==> src/rtl/mips_pkg.sv <==
// Shared fetch-stage definitions: controller states, the NOP instruction word
// and the wrapping PC+4 helper.
package mips_pkg;

    typedef enum logic [1:0] {
        FETCH = 2'd0,
        DROP  = 2'd1,
        HOLD  = 2'd2
    } fetch_state_e;

    localparam logic [31:0] NOP_WORD = 32'h0000_0000;

    function automatic logic [31:0] pc_plus4(input logic [31:0] pc);
        return pc + 32'd4;
    endfunction

endpackage

==> src/rtl/imem_fetch_ctrl.sv <==
// Instruction-memory fetch controller: req/ack handshake to a variable-latency
// memory feeding the IF/ID register, absorbing decode stalls and branch flushes.
module imem_fetch_ctrl
    import mips_pkg::*;
#(
    parameter logic [31:0] NOP = NOP_WORD
) (
    input  logic        CLK,
    input  logic        RST,
    input  logic [31:0] PCF,
    input  logic        StallD,
    input  logic        FlushD,
    output logic        IMemReq,
    output logic [31:0] IMemAddr,
    input  logic        IMemAck,
    input  logic [31:0] IMemRData,
    output logic [31:0] InstrD,
    output logic [31:0] PCPlus4D,
    output logic        ValidD,
    output logic        FetchStall
);

    fetch_state_e state_q;
    logic [31:0]  req_addr_q;
    logic [31:0]  buf_instr_q;
    logic [31:0]  buf_pc4_q;
    logic [31:0]  instr_q;
    logic [31:0]  pc4_q;
    logic         valid_q;
    logic         req_d;
    logic [31:0]  addr_d;
    logic         stall_d;

    // State, IF/ID register and skid buffer update
    always_ff @(posedge CLK) begin
        if (RST) begin
            state_q     <= FETCH;
            instr_q     <= NOP;
            pc4_q       <= 32'd0;
            valid_q     <= 1'b0;
            req_addr_q  <= 32'd0;
            buf_instr_q <= 32'd0;
            buf_pc4_q   <= 32'd0;
        end else begin
            case (state_q)
                FETCH: begin
                    req_addr_q <= PCF;
                    if (IMemAck) begin
                        if (FlushD) begin
                            instr_q <= NOP;
                            valid_q <= 1'b0;
                        end else if (StallD) begin
                            buf_instr_q <= IMemRData;
                            buf_pc4_q   <= pc_plus4(PCF);
                            state_q     <= HOLD;
                        end else begin
                            instr_q <= IMemRData;
                            pc4_q   <= pc_plus4(PCF);
                            valid_q <= 1'b1;
                        end
                    end else if (FlushD) begin
                        // The in-flight request belongs to the old PC; finish it from ReqAddr.
                        instr_q <= NOP;
                        valid_q <= 1'b0;
                        state_q <= DROP;
                    end
                end
                DROP: begin
                    if (IMemAck) begin
                        state_q <= FETCH;
                    end
                end
                HOLD: begin
                    if (FlushD) begin
                        instr_q <= NOP;
                        valid_q <= 1'b0;
                        state_q <= FETCH;
                    end else if (!StallD) begin
                        instr_q <= buf_instr_q;
                        pc4_q   <= buf_pc4_q;
                        valid_q <= 1'b1;
                        state_q <= FETCH;
                    end
                end
                default: begin
                    state_q <= FETCH;
                end
            endcase
        end
    end

    // Request/address/stall are combinational so a zero-wait ack completes in one cycle
    always_comb begin
        req_d   = 1'b0;
        addr_d  = PCF;
        stall_d = 1'b0;
        case (state_q)
            FETCH: begin
                req_d   = 1'b1;
                addr_d  = PCF;
                stall_d = ~IMemAck | (StallD & ~FlushD);
            end
            DROP: begin
                req_d   = 1'b1;
                addr_d  = req_addr_q;
                stall_d = 1'b1;
            end
            HOLD: begin
                req_d   = 1'b0;
                addr_d  = req_addr_q;
                stall_d = 1'b1;
            end
            default: begin
                req_d   = 1'b0;
                addr_d  = PCF;
                stall_d = 1'b0;
            end
        endcase
    end

    assign IMemReq    = req_d & ~RST;
    assign IMemAddr   = addr_d;
    assign FetchStall = stall_d;
    assign InstrD     = instr_q;
    assign PCPlus4D   = pc4_q;
    assign ValidD     = valid_q;

endmodule

==> config.mk <==
export PLATFORM = sky130hd
export DESIGN_NAME = imem_fetch_ctrl
export DESIGN_NICKNAME = d
export VERILOG_FILES = /design/src/rtl/mips_pkg.sv /design/src/rtl/imem_fetch_ctrl.sv
export SDC_FILE = /design/constraint.sdc
export NUM_CORES = 1
export LEC_CHECK = 0
export ABC_CLOCK_PERIOD_IN_PS = 2800
export BUFFER_PORTS_ARGS = -buffer_cell sky130_fd_sc_hd__buf_2
export CORE_ASPECT_RATIO = 1.1
export CORE_MARGIN = 2
export CORE_UTILIZATION = 54
export DETAILED_ROUTE_END_ITERATION = 8
export PLACE_DENSITY = 0.8
export SLEW_MARGIN = 10
export SYNTH_ARGS = -nofsm -noshare
export SYNTH_HDL_FRONTEND = slang
export SYNTH_SLANG_ARGS = --single-unit
==> constraint.sdc <==
create_clock -name CLK -period 2.8 [get_ports CLK]
set_input_delay 0.28 -clock CLK [delete_from_list [all_inputs] [get_ports CLK]]
set_output_delay 0.28 -clock CLK [all_outputs]
set_load 0.005 [all_outputs]
### After elaboration in Yosys (flattened, before gate mapping)

Cells that the tools add are included.

| storage, ports and cells | value |
|---|---|
| flip-flop bits (word level) | 163 |
| bits in latches | 0 |
| bits in writable memories | 0 |
| memory bits (read-only) | 0 |
| input port bits | 69 |
| output and inout bits | 99 |
| word-level logic and storage cells | 65 |
| memories kept | 0 |

| cells by class | value |
|---|---|
| $add $sub $neg | 1 |
| multiply operators | 0 |
| div/mod/pow operators | 0 |
| order comparisons | 0 |
| eq/ne operators | 13 |
| shift-type cells | 0 |
| multiplexer cells | 29 |
| bitwise operators | 6 |
| reduce and logical (&&, ||, !) cells | 9 |

Operator list:

| kind | number |
|---|---|
| 2-to-1 mux 32 bit | 12 |
| one-hot mux 32 bit (2 select lines) | 2 |
| adder 32 x 3 -> 32 bit, second input constant | 1 |
| inequality test 3 bit, second input constant | 5 |
| 2-to-1 mux 2 bit | 7 |
| inequality test 2 bit, second input constant | 6 |
| AND reduction 4 bit | 2 |
| one-hot mux 2 bit (3 select lines) | 1 |
| AND reduction 6 bit | 1 |
| 2-to-1 mux 1 bit | 5 |
| AND reduction 5 bit | 1 |
| one-hot mux 1 bit (2 select lines) | 2 |
| OR reduction 2 bit | 2 |
| NOT 1 bit | 3 |
| bitwise AND 1 bit | 2 |
| equality test 2 x 1 -> 1 bit, second input constant | 1 |
| equality test 2 bit, second input constant | 1 |
| logical NOT 2 bit | 1 |
| AND reduction 2 bit | 1 |
| nonzero test 2 bit | 1 |
| bitwise OR 1 bit | 1 |

### Longest topological paths before layout

| logic depth | value |
|---|---|
| depth after elaboration | 5 |
| mapped depth | 10 |
| gate-level depth less buffers | 7 |

### Worst setup path after synthesis

Ideal clock, no wire load.

| timing path | value |
|---|---|
| kind | reg-to-reg |
| from | reg state_q[0] |
| to | reg pc4_q[10] (netlist: PCPlus4D[10]) |
| data arrival time | 1935 ps |
| slack | 794 ps |
| cell stages (with the launch flop) | 10 |
| period minus slack after synthesis | 2006 ps |
| cell sequence | dfxtp_1 inv_1 ha_1 clkbuf_1 mux2_2 nand2_1 clkbuf_1 clkbuf_1 nand2_1 a21oi_1 |

| on the way | value |
|---|---|
| word-level cells in the longest chain between the ends | 3 |

Ends and longest elaborated chain:

| what | line | RTL |
|---|---|---|
| start: declaration | imem_fetch_ctrl.sv:23 | `fetch_state_e state_q;` |
| start signal: assignment | imem_fetch_ctrl.sv:37 | `state_q <= FETCH;` |
| start signal: assignment | imem_fetch_ctrl.sv:55 | `state_q <= HOLD;` |
| start signal: assignment | imem_fetch_ctrl.sv:65 | `state_q <= DROP;` |
| equality test 2 bit / logical NOT 2 bit (equally long branches) | imem_fetch_ctrl.sv:45 | `case (state_q)` |
| inequality test 2 bit (no source line) / nonzero test 2 bit (equally long branches) | n/a |  |
| AND reduction 6 bit (no source line) | n/a |  |
| end signal: assignment | imem_fetch_ctrl.sv:58 | `pc4_q <= pc_plus4(PCF);` |
| end signal: assignment | imem_fetch_ctrl.sv:80 | `pc4_q <= buf_pc4_q;` |
| end: declaration | imem_fetch_ctrl.sv:28 | `logic [31:0] pc4_q;` |

Parallel ways exist; a longest one is shown, timed or not.
A chain may end at the register's enable or synchronous reset.

### Worst setup path after layout

| timing path | value |
|---|---|
| from | reg state_q[0] |
| to | out IMemAddr[3] |

| on the way | value |
|---|---|
| word-level cells in the longest chain between the ends | 3 |

Ends and longest elaborated chain:

| what | line | RTL |
|---|---|---|
| equality test 2 bit / equality test 2 x 1 -> 1 bit (equally long branches) | imem_fetch_ctrl.sv:97 | `case (state_q)` |
| OR reduction 2 bit (no source line) * | n/a |  |
| 2-to-1 mux 32 bit * | imem_fetch_ctrl.sv:97 |  |
| end: declaration | imem_fetch_ctrl.sv:14 | `output logic [31:0] IMemAddr,` |

Every way passes the cells marked *; elsewhere a longest branch is shown, timed or not.

==> results.md <==
- Status: finished, final reports clean
- N_diodes: 0
- Worst reg2reg path depth: 9
- R2r endpoint: InstrD[3]$_SDFFE_PP0P_
- HP Start: IMemRData[21]
- Cells after Synth: 862
- Post-DRT Antenna Nets: 0
- Worst-Margin Slew: 0.809 ns
- Setup_tns: 0 ns
- H-tree depth: 4
- Most common cell in the netlist: dfxtp_1
- Ports: 168
- Post-synth EDFFs: 0
- Final nets: 1068
- Worst min path class: input port to flip-flop
- Seq cells post-synth: 163
- Die W: 116 um
- # DRC: 0
- Reg2reg start: state_q[0]$_SDFFE_PP0P_
- Pleak: 0.00371 uW
- Startpoint Class: flip-flop
- Synth Cell Area: 0.00739 sq mm
- Vias in the first global route: 5762
- Total power: 6090 uW
- CORE AREA: 0.0133 sq mm
- Core Util, Final: 67.7%
- Ys Warns: 0
- Syn nets: 936
- Starting Density: 55.7%
- Syn_area_per_cell: 8.58 sq um
- FP Rows: 44
- Sink Count: 163
- Setup Fix Bufs, Post-CTS: 0
- Tmin final: 2.49 ns
- Max VDD drop: 410 uV
- Sequential area share after synthesis: 44.1%
- Maximum clock insertion buffer count: 2
- Resized cells post-CTS: 0
- Hold Crit Depth: 3
- Overall routing resource usage: 23.5%
- Top cells by count, synth: 163 x dfxtp_1, 138 x nand2_1, 87 x a21oi_1
- Clock latency at the later pin of the worst-skew pair: 0.42 ns
- Final worst path period share: 89.0%
- First-pass GRT wire length: 27800 um
- Clk root buf: clkbuf_16
- Post-DR wirelength/cell: 14.6 um
- Largest net degree at the start of global routing: 91
- Die area: 0.0146 sq mm
- Synth top area share: 44.1%
- Drt via density: 5.38
- Area delta synth->final: 21.4%
- Cts-stage hold buffer count: 0
- Synth area leader: dfxtp_1
- Max_cap viols: 0
- Area contributors post-synth: dfxtp_1 44%, mux2i_1 9.5%, nand2_1 7.0%
- DRT iter0 DRCs: 474
- PortBufs: 167
- CTS buffer count: 17
- Worst relative slew slack: 46.1%
- Wirelength, routed: 17300 um
- Async SR Flop Fraction: 0%
- Vias: 6411
- Reg-to-reg slack, setup: 0.46 ns
- Initial antenna violation count: 0
- Maximum clock frequency: 402 MHz
- Drt first pass iters: 5
- CTS tree: yes
- Final Max Tran Viols: 0
- Clock Skews: 0.00623 ns
- Hold endpoint: buf_instr_q[21]$_SDFFE_PP0P_
- Crit end category: output pin
- RSZ-0062 raised after global routing: no
- Layout cells sized above 1: 25.6%
- Crit path max fanout: 35
- Final setup violation count: 0
- Die height: 127 um
- Setup CP Type: flip-flop to output pin
- PwrDens: 678 mW/mm^2
- CTS clk-pin slew, worst paths: 0.06 ns
- Grt total ovfl: 0
- Gpl congestion: 0.770
- Arrival @ worst endpoint: 2.21 ns
- WP data required: 2.52 ns
- Post-DP HPWL: 11700 um
- Finished Layout Cells: 1191
- Hold Vio Cnt, Final: 0
- Placed cells: 1159
- Top_reg_cell synth: dfxtp_1
- Distinct cells, synth: 47
## sequential cells by signal, indices dropped and copies added, names as in the netlist
signal,cells
InstrD,32
PCPlus4D,32
buf_instr_q,32
buf_pc4_q,32
req_addr_q,32
state_q,2
ValidD,1
## through the flow
| stage | hold slack, ns | setup slack [ns] | area [sq um] |
|---|---|---|---|
| after global routing | 0.100 | 0.202 | 8980 |
| after global placement | 0.436 | 0.583 | 8370 |
| final | 0.112 | 0.309 | 8980 |
| after CTS | 0.0914 | 0.291 | 8980 |
| after floorplan | 0.416 | 0.794 | 7390 |
| after detailed placement | 0.443 | 0.458 | 8370 |
## placed cells by master, fill, tap and decap left out, types with 4 or more instances in the layout
master     synthesis  routed
nor2_1            83      82
o21ai_0           19      18
nand2_1          138     138
nor3_1             6       5
xnor2_1           10      10
a211oi_1          31      31
a21oi_1           87      87
buf_2              5     166
mux2_2            30      30
a31oi_1            4       4
nand2b_1           4       4
nand3_1           13      13
nand4_1            8       8
clkinv_2           0       4
xor2_1            17      17
a221oi_1           5       5
dfxtp_1          163     163
inv_1              7       7
and3_1            17      17
or3_1             34      34
clkbuf_16          0      17
buf_4              0      13
mux2i_1           70      70
o22ai_1            8       8
## critical path, stage by stage, from the launching register on
cell and delay, ns:
dfxtp_1 0.40, inv_1 0.12, ha_2 0.34, buf_4 0.38, mux2_2 0.39, buf_2 0.13
## final cells by class
| class | instances | area, sq um |
|---|---|---|
| clock buffers | 23 | 478 |
| multi-input cells | 623 | 3880 |
| inverters | 8 | 30.0 |
| fillers | 1119 | 4290 |
| well taps | 184 | 230 |
| flip-flops and latches | 163 | 3260 |
| repair buffers | 181 | 968 |
| clock inverters | 9 | 126 |
## cells by family (layout without fill, tap and decap cells)
| kind of cell | Yosys count | after routing | share of synthesized area, % |
|---|---|---|---|
| compound gates | 168 | 168 | 13.6 |
| simple gates | 323 | 323 | 20.3 |
| flops | 163 | 163 | 44.1 |
| xor+xnor | 27 | 27 | 3.20 |
| buf+inv | 76 | 221 | 3.94 |
| fa+ha+maj | 5 | 5 | 0.846 |
| mux | 100 | 100 | 14.0 |
## layer usage
metal	up-vias	part of all wire, %	global-route usage, %
met2	185	48	38.0
met5	-	0	0
met3	21	5.9	6.40
li1	3275	-	-
met1	2930	45	30.4
met4	0	1.6	7.58
## worst max path at each step
stage,from,end,cells after the start
global placement,state_q[0]$_SDFFE_PP0P_,PCPlus4D[23]$_SDFFE_PP0P_,7
detailed placement,state_q[0]$_SDFFE_PP0P_,InstrD[3]$_SDFFE_PP0P_,9
finish,state_q[0]$_SDFFE_PP0P_,IMemAddr[3],5
floorplan,state_q[0]$_SDFFE_PP0P_,PCPlus4D[10]$_SDFFE_PP0P_,9
global route,state_q[1]$_SDFFE_PP0P_,IMemAddr[3],5
CTS,state_q[0]$_SDFFE_PP0P_,IMemAddr[3],5
## report_power, final
part	leakage (uW)	total (uW)	internal (uW)	switching, uW
Combinational	0.00209	1160	523	639
Clock	0.000297	2370	1470	898
Sequential	0.00133	2550	2480	78.5
Total	0.00371	6090	4470	1620
Power figures use the tool's default switching activity.
